--- config.mk ---
export PLATFORM = sky130hd
export DESIGN_NAME = rot_shift_engine
export DESIGN_NICKNAME = d
export VERILOG_FILES = /design/src/rtl/rot_shift_pkg.sv /design/src/rtl/rot_shift_step.sv /design/src/rtl/rot_shift_engine.sv
export SDC_FILE = /design/constraint.sdc
export NUM_CORES = 1
export LEC_CHECK = 0
export ABC_AREA = 1
export BUFFER_PORTS_ARGS = -buffer_cell sky130_fd_sc_hd__buf_2
export CORE_MARGIN = 2
export CORE_UTILIZATION = 53
export CTS_CLUSTER_DIAMETER = 50
export CTS_CLUSTER_SIZE = 16
export DETAILED_ROUTE_END_ITERATION = 6
export PLACE_DENSITY = 0.79
export SETUP_SLACK_MARGIN = 0.5
export SLEW_MARGIN = 40
export SYNTH_ARGS = -nofsm -noshare
export SYNTH_HDL_FRONTEND = slang
export SYNTH_SLANG_ARGS = --single-unit
--- constraint.sdc ---
create_clock -name clk -period 1.5 [get_ports clk]
set_clock_uncertainty 0.1 [all_clocks]
set_input_delay 0.15 -clock clk [delete_from_list [all_inputs] [get_ports clk]]
set_output_delay 0.15 -clock clk [all_outputs]
set_load 0.02 [all_outputs]
--- src/rtl/rot_shift_pkg.sv ---
// Shared types for the serial rotate/shift engine: operation modes and FSM states.
package rot_shift_pkg;

    typedef enum logic [1:0] {
        ROL     = 2'b00,
        ROR     = 2'b01,
        SLL     = 2'b10,
        SRL_SRA = 2'b11
    } rs_mode_e;

    typedef enum logic [1:0] {
        IDLE = 2'b00,
        BUSY = 2'b01,
        DONE = 2'b10
    } rs_state_e;

endpackage

--- src/rtl/rot_shift_step.sv ---
// One-position rotate/shift step (purely combinational).
// Define ROT_SHIFT_ARITH_EN to make mode 11 an arithmetic right shift instead of logical.
module rot_shift_step
    import rot_shift_pkg::*;
#(
    parameter int unsigned WIDTH = 8
) (
    input  logic [WIDTH-1:0] data,
    input  logic [1:0]       mode,
    output logic [WIDTH-1:0] result
);

    always_comb begin
        result = data;
        unique case (rs_mode_e'(mode))
            ROL:     result = {data[WIDTH-2:0], data[WIDTH-1]};
            ROR:     result = {data[0], data[WIDTH-1:1]};
            SLL:     result = {data[WIDTH-2:0], 1'b0};
`ifdef ROT_SHIFT_ARITH_EN
            SRL_SRA: result = {data[WIDTH-1], data[WIDTH-1:1]};
`else
            SRL_SRA: result = {1'b0, data[WIDTH-1:1]};
`endif
            default: result = data;
        endcase
    end

endmodule

--- src/rtl/rot_shift_engine.sv ---
// Serial rotate/shift engine: one bit position per clock, valid/ready on both sides.
// Mode 11 is SRA when ROT_SHIFT_ARITH_EN is defined, SRL otherwise.
module rot_shift_engine
    import rot_shift_pkg::*;
#(
    parameter  int unsigned WIDTH = 8,
    localparam int unsigned AMT_W = $clog2(WIDTH)
) (
    input  logic             clk,
    input  logic             rst,
    input  logic             in_valid,
    output logic             in_ready,
    input  logic [WIDTH-1:0] in_data,
    input  logic [AMT_W-1:0] in_amt,
    input  logic [1:0]       in_mode,
    output logic             out_valid,
    input  logic             out_ready,
    output logic [WIDTH-1:0] out_data,
    output logic             busy
);

    rs_state_e        state;
    logic [WIDTH-1:0] data_r;
    logic [AMT_W-1:0] cnt;
    rs_mode_e         mode_r;
    logic [WIDTH-1:0] step_data;

    rot_shift_step #(
        .WIDTH(WIDTH)
    ) u_step (
        .data  (data_r),
        .mode  (mode_r),
        .result(step_data)
    );

    // All outputs are registered; out_data is only loaded on entry to DONE so it
    // holds the last result while idle or busy.
    always_ff @(posedge clk) begin
        if (rst) begin
            state     <= IDLE;
            in_ready  <= 1'b1;
            out_valid <= 1'b0;
            busy      <= 1'b0;
            out_data  <= '0;
            data_r    <= '0;
            cnt       <= '0;
            mode_r    <= ROL;
        end else begin
            unique case (state)
                IDLE: begin
                    if (in_valid) begin
                        data_r   <= in_data;
                        cnt      <= in_amt;
                        mode_r   <= rs_mode_e'(in_mode);
                        in_ready <= 1'b0;
                        busy     <= 1'b1;
                        if (in_amt == '0) begin
                            state     <= DONE;
                            out_valid <= 1'b1;
                            out_data  <= in_data;
                        end else begin
                            state <= BUSY;
                        end
                    end
                end
                BUSY: begin
                    data_r <= step_data;
                    cnt    <= cnt - AMT_W'(1);
                    if (cnt == AMT_W'(1)) begin
                        state     <= DONE;
                        out_valid <= 1'b1;
                        out_data  <= step_data;
                    end
                end
                DONE: begin
                    if (out_ready) begin
                        state     <= IDLE;
                        out_valid <= 1'b0;
                        busy      <= 1'b0;
                        in_ready  <= 1'b1;
                    end
                end
                default: begin
                    state     <= IDLE;
                    in_ready  <= 1'b1;
                    out_valid <= 1'b0;
                    busy      <= 1'b0;
                end
            endcase
        end
    end

endmodule
Word level (Yosys, flattened, before mapping)
Cells that the tools add are included.

$add $sub $neg: 1. Reductions and logical operators: 10. Bitwise operators: 1. Muxes and demuxes: 24. Eq/ne operators: 10.

Operators with widths (count): two-way mux 8 bit (4); one-hot mux 8 bit (2 select lines) (2); one-hot mux 8 bit (4 select lines) (1); one-hot mux 1 bit (3 select lines) (3); two-way mux 2 bit (4); inequality test 2 bit, second input constant (4); AND reduction 4 bit (2); two-way mux 1 bit (7); == test 2 bit, second input constant (3); one-hot mux 2 bit (3 select lines) (1); one-hot mux 3 bit (2 select lines) (1); AND reduction 3 bit (2); == test 2 x 1 -> 1 bit, second input constant (2); zero test 2 bit (2); AND reduction 2 bit (2); == test 3 x 1 -> 1 bit, second input constant (1); zero test 3 bit (1); two-way mux 3 bit (1); subtractor 3 x 1 -> 3 bit, second input constant (1); nonzero test 2 bit (1); inverter 1 bit (1).

Logic and storage cells: 54. Output and inout port bits: 11. Flip-flop bits (word level): 26. Input port bits: 17.

Logic depth before layout (Yosys ltp)
Gate-level depths: netlist (run 1).

Depth after elaboration: 4. Depth in mapped cells: 9. Depth with buffers taken out: 8.

Hierarchy
From an unflattened synthesis (run 1), not the netlist that was laid out.

Cell total of the unflattened synthesis: 194. Area, all modules: 1415.1 um2.

By module, submodules not included: rot_shift_engine (area an instance 1291.2 um2, seq. area each 520.5 um2, instances 1, cells an instance 168); rot_shift_step (area an instance 123.9 um2, seq. area each 0.0 um2, instances 1, cells an instance 26).

Worst setup path before layout (run 1)
OpenSTA, ideal clock, no wires.

Kind: reg2reg. Start: register cnt[1]. End: register out_data[0]. Library setup time: 0.114 ns. Path buffers: 1. Stages on the path, launching flop included: 9. Data required time: 1.286 ns. Period minus slack after synthesis: 1.321 ns. Setup slack: 0.179 ns. Data arrival time: 1.107 ns. Cell sequence: dfxtp_1 -> inv_1 -> ha_1 -> nand2_1 -> o21ai_4 -> nand2_4 -> buf_6 -> a21oi_1 -> nor2_1.

Word-level cells in the longest chain between the ends: 3.

RTL lines: from (decl) (RTL line rot_shift_engine.sv:24) `logic [AMT_W-1:0] cnt;`; from (signal assigned) (RTL line rot_shift_engine.sv:53) `cnt <= in_amt;`; from (signal assigned) (RTL line rot_shift_engine.sv:68) `cnt <= cnt - AMT_W'(1);`; == test 3 x 1 -> 1 bit (RTL line rot_shift_engine.sv:69) `if (cnt == AMT_W'(1)) begin`; inequality test 2 bit (no source line); AND reduction 4 bit (no source line); to (signal assigned) (RTL line rot_shift_engine.sv:60) `out_data <= in_data;`; to (signal assigned) (RTL line rot_shift_engine.sv:72) `out_data <= step_data;`; to (decl) (RTL line rot_shift_engine.sv:18) `output logic [WIDTH-1:0] out_data,`.

Every way passes these cells. A chain may end at the register's enable or synchronous reset.

Worst setup path after layout (run 1)
Start: register state[0]. End: register out_data[1].

Word-level cells in the longest chain between the ends: 3. Elaborated cells on any way between the ends: 8. Classes of those cells: eq/ne: 4; mux: 1; reduce/logical: 3.

RTL lines: from (decl) (RTL line rot_shift_engine.sv:22) `rs_state_e state;`; from (signal assigned) (RTL line rot_shift_engine.sv:40) `state <= IDLE;`; from (signal assigned) (RTL line rot_shift_engine.sv:58) `state <= DONE;`; from (signal assigned) (RTL line rot_shift_engine.sv:62) `state <= BUSY;`; == test 2 x 1 -> 1 bit / zero test 2 bit (equally long branches) (RTL line rot_shift_engine.sv:49) `unique case (state)`; inequality test 2 bit (no source line) / nonzero test 2 bit (equally long branches); AND reduction 4 bit (no source line).

Parallel ways exist; a longest one is shown, timed or not.

==> impl_metrics.ini, run 1 <==
[synth]
yosysMostFrequentCell = nand2_1
yosys_warnings = 0
ys_types = 25
avgSynthCellArea_um2 = 6.93
yosys-top-cells-area = dfxtp_1 38%, nand2_1 14%, inv_1 8.0%
synth_top_area_cell = dfxtp_1
syn_nets = 215
syn_inst = 196
synth_seq_area_share_pct = 38.3
synth_ff_type = dfxtp_1
mappedNetlistArea_um2 = 1360
async_flop_share_pct = 0
synth_top_area_share_pct = 38.3
synth-edff-count = 0
synth_seq_cells = 26
synth_commonest_cells = 49 x nand2_1, 29 x inv_1, 26 x dfxtp_1

[final_layout]
layout-drive-gt1-share_pct = 47.7
fin_util_pct = 83.4
area_growth_pct = 50.7
multi_input_area_um2 = 877
finalInstanceArea_um2 = 2050
layout.nets = 263
fill_cells = 147
diodes = 0
regArea_um2 = 543

[route]
drt_wl_total_mm = 3.82
wl_met2_mm = 1.98
wl_per_cell_um = 14.0
route.met3.wl_um = 207
via_per_inst = 5.28
route.detailed.drc = 0
vias = 1442
highest_layer = met4
drt-pass1-iter-count = 4
ant_nets = 0
drtIter0Drc = 27
wl_met1_mm = 1.59

[floorplan]
die_y_um = 54.6
ios = 28
die-area_um2 = 2980
die_x_um = 54.6
rows = 18
start_util_pct = 55.4
fp.coreArea_um2 = 2450

[placed_design]
io_buffers = 27
hpwl_mm = 2.18
place_ws_ns = 0.193
dpl_cell_area_um2 = 1560
gp_congestion = 0.842

[worst_setup_path]
slowest_stage = dfxtp_4
worstPathRequired_ns = 1.68
crit_chain = inv_4 > nor2_4 > clkbuf_16 > o211ai_1 > nand2_1 > nor2_2 > nor2_1
critPathKind = reg -> reg
critPathLaunchType = flop
cp_data_arrival_time_ns = 1.56
critPathMaxStageDelay_ns = 0.44
critical_path_peak_fanout = 7
crit_path_end_kind = flop

[timing]
tightest_slew_ns = 0.277
slew_viol_final = 0
final-hold-violation-count = 1
holdWs_ns = -0.00460
relSlewSlack_pct = 81.5
tns_ns = 0
max_freq_mhz = 723
period_share_pct = 92.2
layout_min_cycle_time_ns = 1.38
setup_viol = 0
finalWorstSetupSlack_ns = 0.117
rsz0062_at_grt = true

[status]
outcome = complete, but fails checks
violations = hold timing

[power_and_ir_drop]
cellPowerDensity_nw_per_um2 = 1220
worst_ir_drop_vdd_mv = 1.14
leakagePower_nw = 0.986

[grt]
grt_start_max_net_pins = 15
grt_pass1_wl_mm = 5.74
grt_overflow_total = 0
grt_use_total_pct = 26.9
antenna_found_initial = 0
grt_pass1_vias = 1292

[clock_network]
cts-root-buf = clkbuf_4
cts-buffers-inserted = 3
clock_sinks = 26
clk_latency_ns = 0.34
clock_path_buffers = 2
cts_tree = done
clk_pin_slew_ns = 0.15
h-tree-depth = 1

[flow_run]
drv_cap = 0

[worst_hold_path]
hold_class = in -> reg
## cells by family (layout without fill, tap and decap cells)
kind of cell | count (synthesis) | count (layout) | share of synthesized area, %
AOI/OAI and AO/OA | 42 | 42 | 18.0
DFF | 26 | 26 | 38.3
buffers and inverters | 40 | 86 | 13.1
adders and majority gates | 2 | 2 | 1.84
and+or+nand+nor | 86 | 87 | 28.8
## cell type report
type / instances / share of cell area [%]
clock buffer: 4 / 1.77
timing repair buffer: 49 / 20.2
inverter: 33 / 6.90
tap: 30 / 1.83
multi-input combinational: 131 / 42.8
sequential: 26 / 26.5
## timing repair
item	4_1_cts	5_1_grt
gates cloned	1	1
endpoints found under the setup margin	37	37
resized for setup	57	21
buffers inserted	11	6
pin swaps	31	12
hold buffers	1	0
hold endpoints to repair	1	0
## sequential cells by signal, indices dropped and copies added, names as in the netlist
signal and flops:
out_data 8, in_ready 1, mode_r 2, cnt 3
busy 1, out_valid 1, data_r 8, state 2
## cell usage in the layout, fill, tap and decap left out, types with 8 or more instances in the layout
cell / n
nand2_1: 44
inv_1: 28
buf_2: 16
buf_4: 16
buf_6: 14
nor2_1: 12
dfxtp_2: 12
dfxtp_1: 12
a21oi_2: 11
o211ai_1: 8
## per-layer routing
layer  global-route usage (%)  vias up
met5                        0        -
met4                     10.4        0
met3                     4.64        5
met2                     45.0       46
met1                     33.9      676
li1                         -      715
## final timing paths
path | startpoint | end | slack (ns) | cells past startpoint
worst min register to register | busy | busy | 0.40 | 2
worst max-delay path | state[0] | out_data[1] | 0.12 | 7
worst min-delay path | in_mode[0] | mode_r[0] | -0.005 | 3
worst max register to register | state[0] | out_data[1] | 0.12 | 7
## worst max-delay path, delay by kind of cell (launching register included)
family | cells | cell delay (ns)
buffers and inverters | 2 | 0.23
flip-flops | 1 | 0.44
AND/OR/NAND/NOR | 4 | 0.45
AO/OA/AOI/OAI | 1 | 0.09
## where the power goes
group / switching (W) / internal, W / leakage (nW) / total [W]
logic: 0.000670 / 0.000527 / 0.745 / 0.00120
clock network: 0.000218 / 0.000149 / 0.0210 / 0.000367
registers: 0.000102 / 0.000826 / 0.220 / 0.000928
total: 0.000991 / 0.00150 / 0.986 / 0.00249
## through the flow
stage	power, W	hold WS (ns)	cells
floorplan	0.00152	0.225	196
finish	0.00249	-0.00460	273
detailed placement	0.00166	0.332	249
CTS	0.00230	0.00653	266
global placement	0.00164	0.323	249
global route	0.00264	0.0202	273
No activity file was read; power rests on OpenSTA's default activity.
==> inputs of run 2 (changes only) <==
Settings changed: CORE_UTILIZATION 53 to 50, PLACE_DENSITY 0.79 to 0.75, SETUP_SLACK_MARGIN 0.5 to 0.02, SKIP_LAST_GASP set to 1.
==> run 2 against run 1 <==
Net effect:
- the run now ends clean
- global-route usage fell by 7.0 points
- first-iteration DRC count rose by 44%
- final area fell by 22%
- count of clock-buffer cells in the layout did not move
- combinational power fell by 38%
- sequential cell count did not move
- worst setup slack got worse by 0.032 ns
- critical path depth did not move
- final cell count fell by 6.2%
- die area rose by 5.5%
- total power fell by 20%
- register-to-register slack got worse by 0.03 ns
- critical path type unchanged
- critical endpoint is now out_data[4]
==> impl_metrics.ini, run 2 (same netlist as run 1, synthesis figures left out) <==
[worst_setup_path]
rr_endpoint = out_data[4]
cp_data_arrival_time_ns = 1.54
crit_path_end_kind = flop
critical_path_peak_fanout = 8
critPathKind = reg -> reg
rrSetupSlack_ns = 0.08
critPathLaunchType = flop
ff2ff_path_depth = 7
worstPathRequired_ns = 1.63
timing.rr.start = cnt[1]

[worst_hold_path]
hold_class = in -> reg
hold_end = mode_r[1]
min_from = in_mode[1]
min_path_cells = 3

[power_and_ir_drop]
clkPwrFrac_pct = 17.9
p_comb_share_pct = 37.4
cellPowerDensity_nw_per_um2 = 1250
leakagePower_nw = 0.834
p_switching_w = 0.000771
switching_share_pct = 38.7
internal_power_w = 0.00122
worst_ir_drop_vdd_mv = 0.687
seq_power_share_pct = 44.7

[floorplan]
rows = 18
die_y_um = 56.1
die_x_um = 56.1
ios = 28
die-area_um2 = 3150
fp.coreArea_um2 = 2520
start_util_pct = 53.9

[final_layout]
mostFrequentLayoutCell = nand2_1
final_cell_mix = 48 x nand2_1, 28 x inv_1, 27 x buf_2
layout.nets = 246
area_growth_pct = 17.1
diodes = 0
fin_util_pct = 63.1
layout-drive-gt1-share_pct = 26.1
top_regs = data_r (8), out_data (8), cnt (3)

[grt]
grt_pass1_vias = 1184
grt_start_max_net_pins = 16
antenna_found_initial = 0
grt_use_total_pct = 19.9
grt_overflow_total = 0
grt_pass1_wl_mm = 5.09

[timing]
slew_viol_final = 0
rsz0062_at_grt = false
final-hold-violation-count = 0
setup_viol = 0
relSlewSlack_pct = 79.0
tns_ns = 0
holdWs_ns = 0.0233
period_share_pct = 94.3
max_freq_mhz = 707
layout_min_cycle_time_ns = 1.42
tightest_slew_ns = 0.314

[clock_network]
clk_latency_ns = 0.32
h-tree-depth = 1
cts-root-buf = clkbuf_4
clock_path_buffers = 2
clock_sinks = 26
cts-buffers-inserted = 3
clk_pin_slew_ns = 0.14
cts_tree = done

[status]
outcome = complete, no violations

[route]
drtIter0Drc = 39
route.detailed.drc = 0
via_per_inst = 5.14
vias = 1316
wl_per_cell_um = 11.7
drt_wl_total_mm = 3.00
ant_nets = 0
drt-pass1-iter-count = 4

[flow_run]
drv_cap = 0

[placed_design]
io_buffers = 27
hpwl_mm = 2.22
gp_congestion = 0.853
-- run 2: cell count changes in the layout (fill, tap and decap cells not counted), moves of 11 or more --
| cell | before | now |
|---|---|---|
| a21oi_2 | 11 | 0 |
| dfxtp_1 | 12 | 23 |
| buf_4 | 16 | 5 |
| a21oi_1 | 5 | 16 |
| buf_6 | 14 | 0 |
| buf_2 | 16 | 27 |
| o21ai_0 | 1 | 12 |
-- run 2: critical path, cell delays in order, from the launching register on --
cell,delay (ns)
dfxtp_1,0.34
inv_2,0.08
ha_4,0.13
nand2_2,0.06
o21ai_4,0.24
nand2_4,0.15
nor2_1,0.16
nor2_1,0.06
-- run 2: layer usage --
layer	wire length, um	GRT usage (%)
met5	0	0
met2	1450	34.5
met1	1370	25.4
met3	159	2.33
met4	19	6.80
-- run 2: repair_timing --
action                                  in CTS  in global routing
endpoints found under the setup margin       1                  7
setup buffers                                0                  1
cloned                                       0                  1
hold buffers                                 0                  0
gates resized for setup                      2                  9
pin swaps                                    0                  1
-- run 2: layout make-up --
| class | count | area, um2 |
|---|---|---|
| clock buffers | 4 | 36.3 |
| repair buffers | 32 | 173 |
| well taps | 30 | 37.5 |
| multi-input cells | 131 | 694 |
| inverters | 33 | 126 |
| fillers | 245 | 931 |
| flip-flops and latches | 26 | 524 |
-- run 2: metrics by stage --
stage          instance area [um2]  power (W)  instances  worst slack [ns]
2_1_floorplan                 1360    0.00145        196             0.179
3_3_place_gp                  1510    0.00158        250            0.0572
3_5_place_dp                  1510    0.00160        250            0.0384
4_1_cts                       1550    0.00196        254            0.0257
5_1_grt                       1590    0.00214        256            0.0256
6_report                      1590    0.00199        256            0.0849
-- run 2: how the worst max path moves through the flow --
stage	from	endpoint	slack [ns]	cells after the start
after detailed placement	state[1]	out_data[2]	0.04	6
after global placement	state[1]	out_data[4]	0.06	6
after CTS	cnt[1]	out_data[2]	0.03	7
after global routing	cnt[1]	out_data[5]	0.03	8
after floorplan	cnt[1]	out_data[0]	0.18	8
final	cnt[1]	out_data[4]	0.08	7
-- run 2: power groups by stage --
stage          logic, W  clock network, W  registers [W]
3_5_place_dp   0.000703                 0       0.000899
2_1_floorplan  0.000504                 0       0.000946
3_3_place_gp   0.000688                 0       0.000895
4_1_cts        0.000707          0.000366       0.000886
6_report       0.000746          0.000357       0.000891
5_1_grt        0.000845          0.000391       0.000907
==> inputs of run 3 (changes only) <==
Settings changed: ABC_AREA 1 to 0, PLACE_DENSITY 0.75 to 0.76.
==> run 3 against run 2 <==
Net effect:
- sequential cell count unchanged
- worst setup slack worse by 0.0080 ns
- clock power is 38% higher
- worst hold slack better by 0.0082 ns
- sequential share of layout area fell by 0.43 points
- die area is 7.7% lower
- first-iteration DRC count down 10%
==> impl_metrics.ini, run 3 <==
[grt]
grt_start_max_net_pins = 27
grt_overflow_total = 0
grt_pass1_wl_mm = 5.20
grt_use_total_pct = 25.2
antenna_found_initial = 0
grt_pass1_vias = 1115

[clock_network]
clock_path_buffers = 2
clock_sinks = 26
cts_tree = done
clk_pin_slew_ns = 0.15
clk_latency_ns = 0.33
cts-buffers-inserted = 3
cts-root-buf = clkbuf_4
h-tree-depth = 1

[timing]
relSlewSlack_pct = 67.0
layout_min_cycle_time_ns = 1.42
setup_viol = 0
tightest_slew_ns = 0.496
final-hold-violation-count = 0
rsz0062_at_grt = false
holdWs_ns = 0.0316
max_freq_mhz = 703
period_share_pct = 94.9
slew_viol_final = 0

[synth]
ys_types = 29
synth-edff-count = 0
yosys-top-cells-area = dfxtp_1 42%, a21oi_1 10%, o211ai_1 8.4%
yosysMostFrequentCell = dfxtp_1
synth_top_area_cell = dfxtp_1
async_flop_share_pct = 0
synth_commonest_cells = 26 x dfxtp_1, 25 x a21oi_1, 25 x nand2_1
yosys_warnings = 0
synth_seq_area_share_pct = 41.8
syn_nets = 172
synth_top_area_share_pct = 41.8
mappedNetlistArea_um2 = 1250
syn_inst = 153
avgSynthCellArea_um2 = 8.15
synth_seq_cells = 26
synth_ff_type = dfxtp_1

[worst_setup_path]
worstPathRequired_ns = 1.68
rrSetupSlack_ns = 0.08
cp_data_arrival_time_ns = 1.60
ff2ff_path_depth = 5
crit_path_end_kind = flop
critPathKind = reg -> reg
critPathLaunchType = flop
critical_path_peak_fanout = 4

[final_layout]
top_regs = data_r (8), out_data (8), cnt (3)
layout-drive-gt1-share_pct = 31.2
diodes = 0
fin_util_pct = 67.2
area_growth_pct = 30.0
mostFrequentLayoutCell = buf_2
final_cell_mix = 27 x buf_2, 25 x nand2_1, 24 x a21oi_1
fin_cells = 219
layout.nets = 209
fill_cells = 199

[floorplan]
rows = 18
start_util_pct = 51.7
die-area_um2 = 2910
ios = 28
die_y_um = 53.9
die_x_um = 53.9
fp.coreArea_um2 = 2410

[route]
wl_per_cell_um = 15.2
drtIter0Drc = 35
drt_wl_total_mm = 3.34
drt-pass1-iter-count = 4
ant_nets = 0
route.detailed.drc = 0
vias = 1262
via_per_inst = 5.76

[status]
outcome = complete, no violations

[power_and_ir_drop]
leakagePower_nw = 0.654
cellPowerDensity_nw_per_um2 = 1060
worst_ir_drop_vdd_mv = 0.780

[flow_run]
drv_cap = 0

[placed_design]
io_buffers = 27
hpwl_mm = 2.14
dp_cells = 210
gp_congestion = 0.782

[worst_hold_path]
min_path_cells = 3
hold_class = in -> reg
-- run 3: cell types whose count changed after synthesis, moves of 7 or more --
cell,before,now
a21oi_1,16,25
nand2_1,49,25
inv_1,29,4
o21ai_0,12,4
nand3_1,8,1
-- run 3: worst paths after layout --
check                                 start           to
worst max-delay path               state[0]  out_data[0]
worst min-delay path             in_data[5]    data_r[5]
worst max register to register     state[0]  out_data[0]
worst min register to register  out_data[6]  out_data[6]
-- run 3: critical path, stage by stage (launching register included) --
cell and delay (ns):
dfxtp_2 0.40, nor2b_4 0.19, buf_4 0.14, nor2_1 0.04
or3_1 0.38, a21oi_2 0.11
-- run 3: cells by family (layout without fill, tap and decap cells) --
group | after synthesis | after routing | synth area share (%)
AO/OA/AOI/OAI | 52 | 53 | 27.2
adder cells (fa/ha/maj) | 2 | 2 | 2.01
buffers and inverters | 15 | 50 | 5.22
flip-flops | 26 | 26 | 41.8
multiplexers | 6 | 6 | 4.82
AND/OR/NAND/NOR | 52 | 52 | 19.0
-- run 3: through the flow --
stage | instance area (um2) | total power (W) | setup WS, ns | TNS (ns)
2_1_floorplan | 1250 | 0.00105 | 0.0680 | 0
3_3_place_gp | 1450 | 0.00117 | -0.0606 | -0.159
3_5_place_dp | 1450 | 0.00118 | -0.126 | -0.768
4_1_cts | 1570 | 0.00169 | 0.0272 | 0
5_1_grt | 1620 | 0.00179 | 0.0275 | 0
6_report | 1620 | 0.00172 | 0.0769 | 0
-- run 3: what timing repair did --
| item | CTS | global route |
|---|---|---|
| endpoints found under the setup margin | 13 | 14 |
| hold buffers | 3 | 0 |
| cloned | 1 | 1 |
| pin swaps | 1 | 6 |
| setup buffers | 0 | 0 |
| endpoints found under the hold margin | 4 | 0 |
| gates resized for setup | 8 | 14 |
-- run 3: area by class of cell --
class	instances	area [um2]	share of cell area, %
Multi-Input combinational cell	113	726	44.8
Sequential cell	26	527	32.5
Tap cell	30	37.5	2.32
Clock buffer	3	22.5	1.39
Clock inverter	1	30.0	1.85
Inverter	4	15.0	0.927
Timing Repair Buffer	42	263	16.2
-- run 3: layer usage --
metal | vias up | wire [um] | track usage [%]
li1 | 618 | - | -
met1 | 597 | 1440 | 31.7
met2 | 39 | 1680 | 43.7
met3 | 8 | 157 | 3.89
met4 | 0 | 64 | 8.12
met5 | - | 0 | 0
-- run 3: where the power goes --
group          internal, W  switching (W)
clock network     0.000270       0.000222
registers         0.000752      0.0000510
logic             0.000184       0.000237
total              0.00121       0.000510
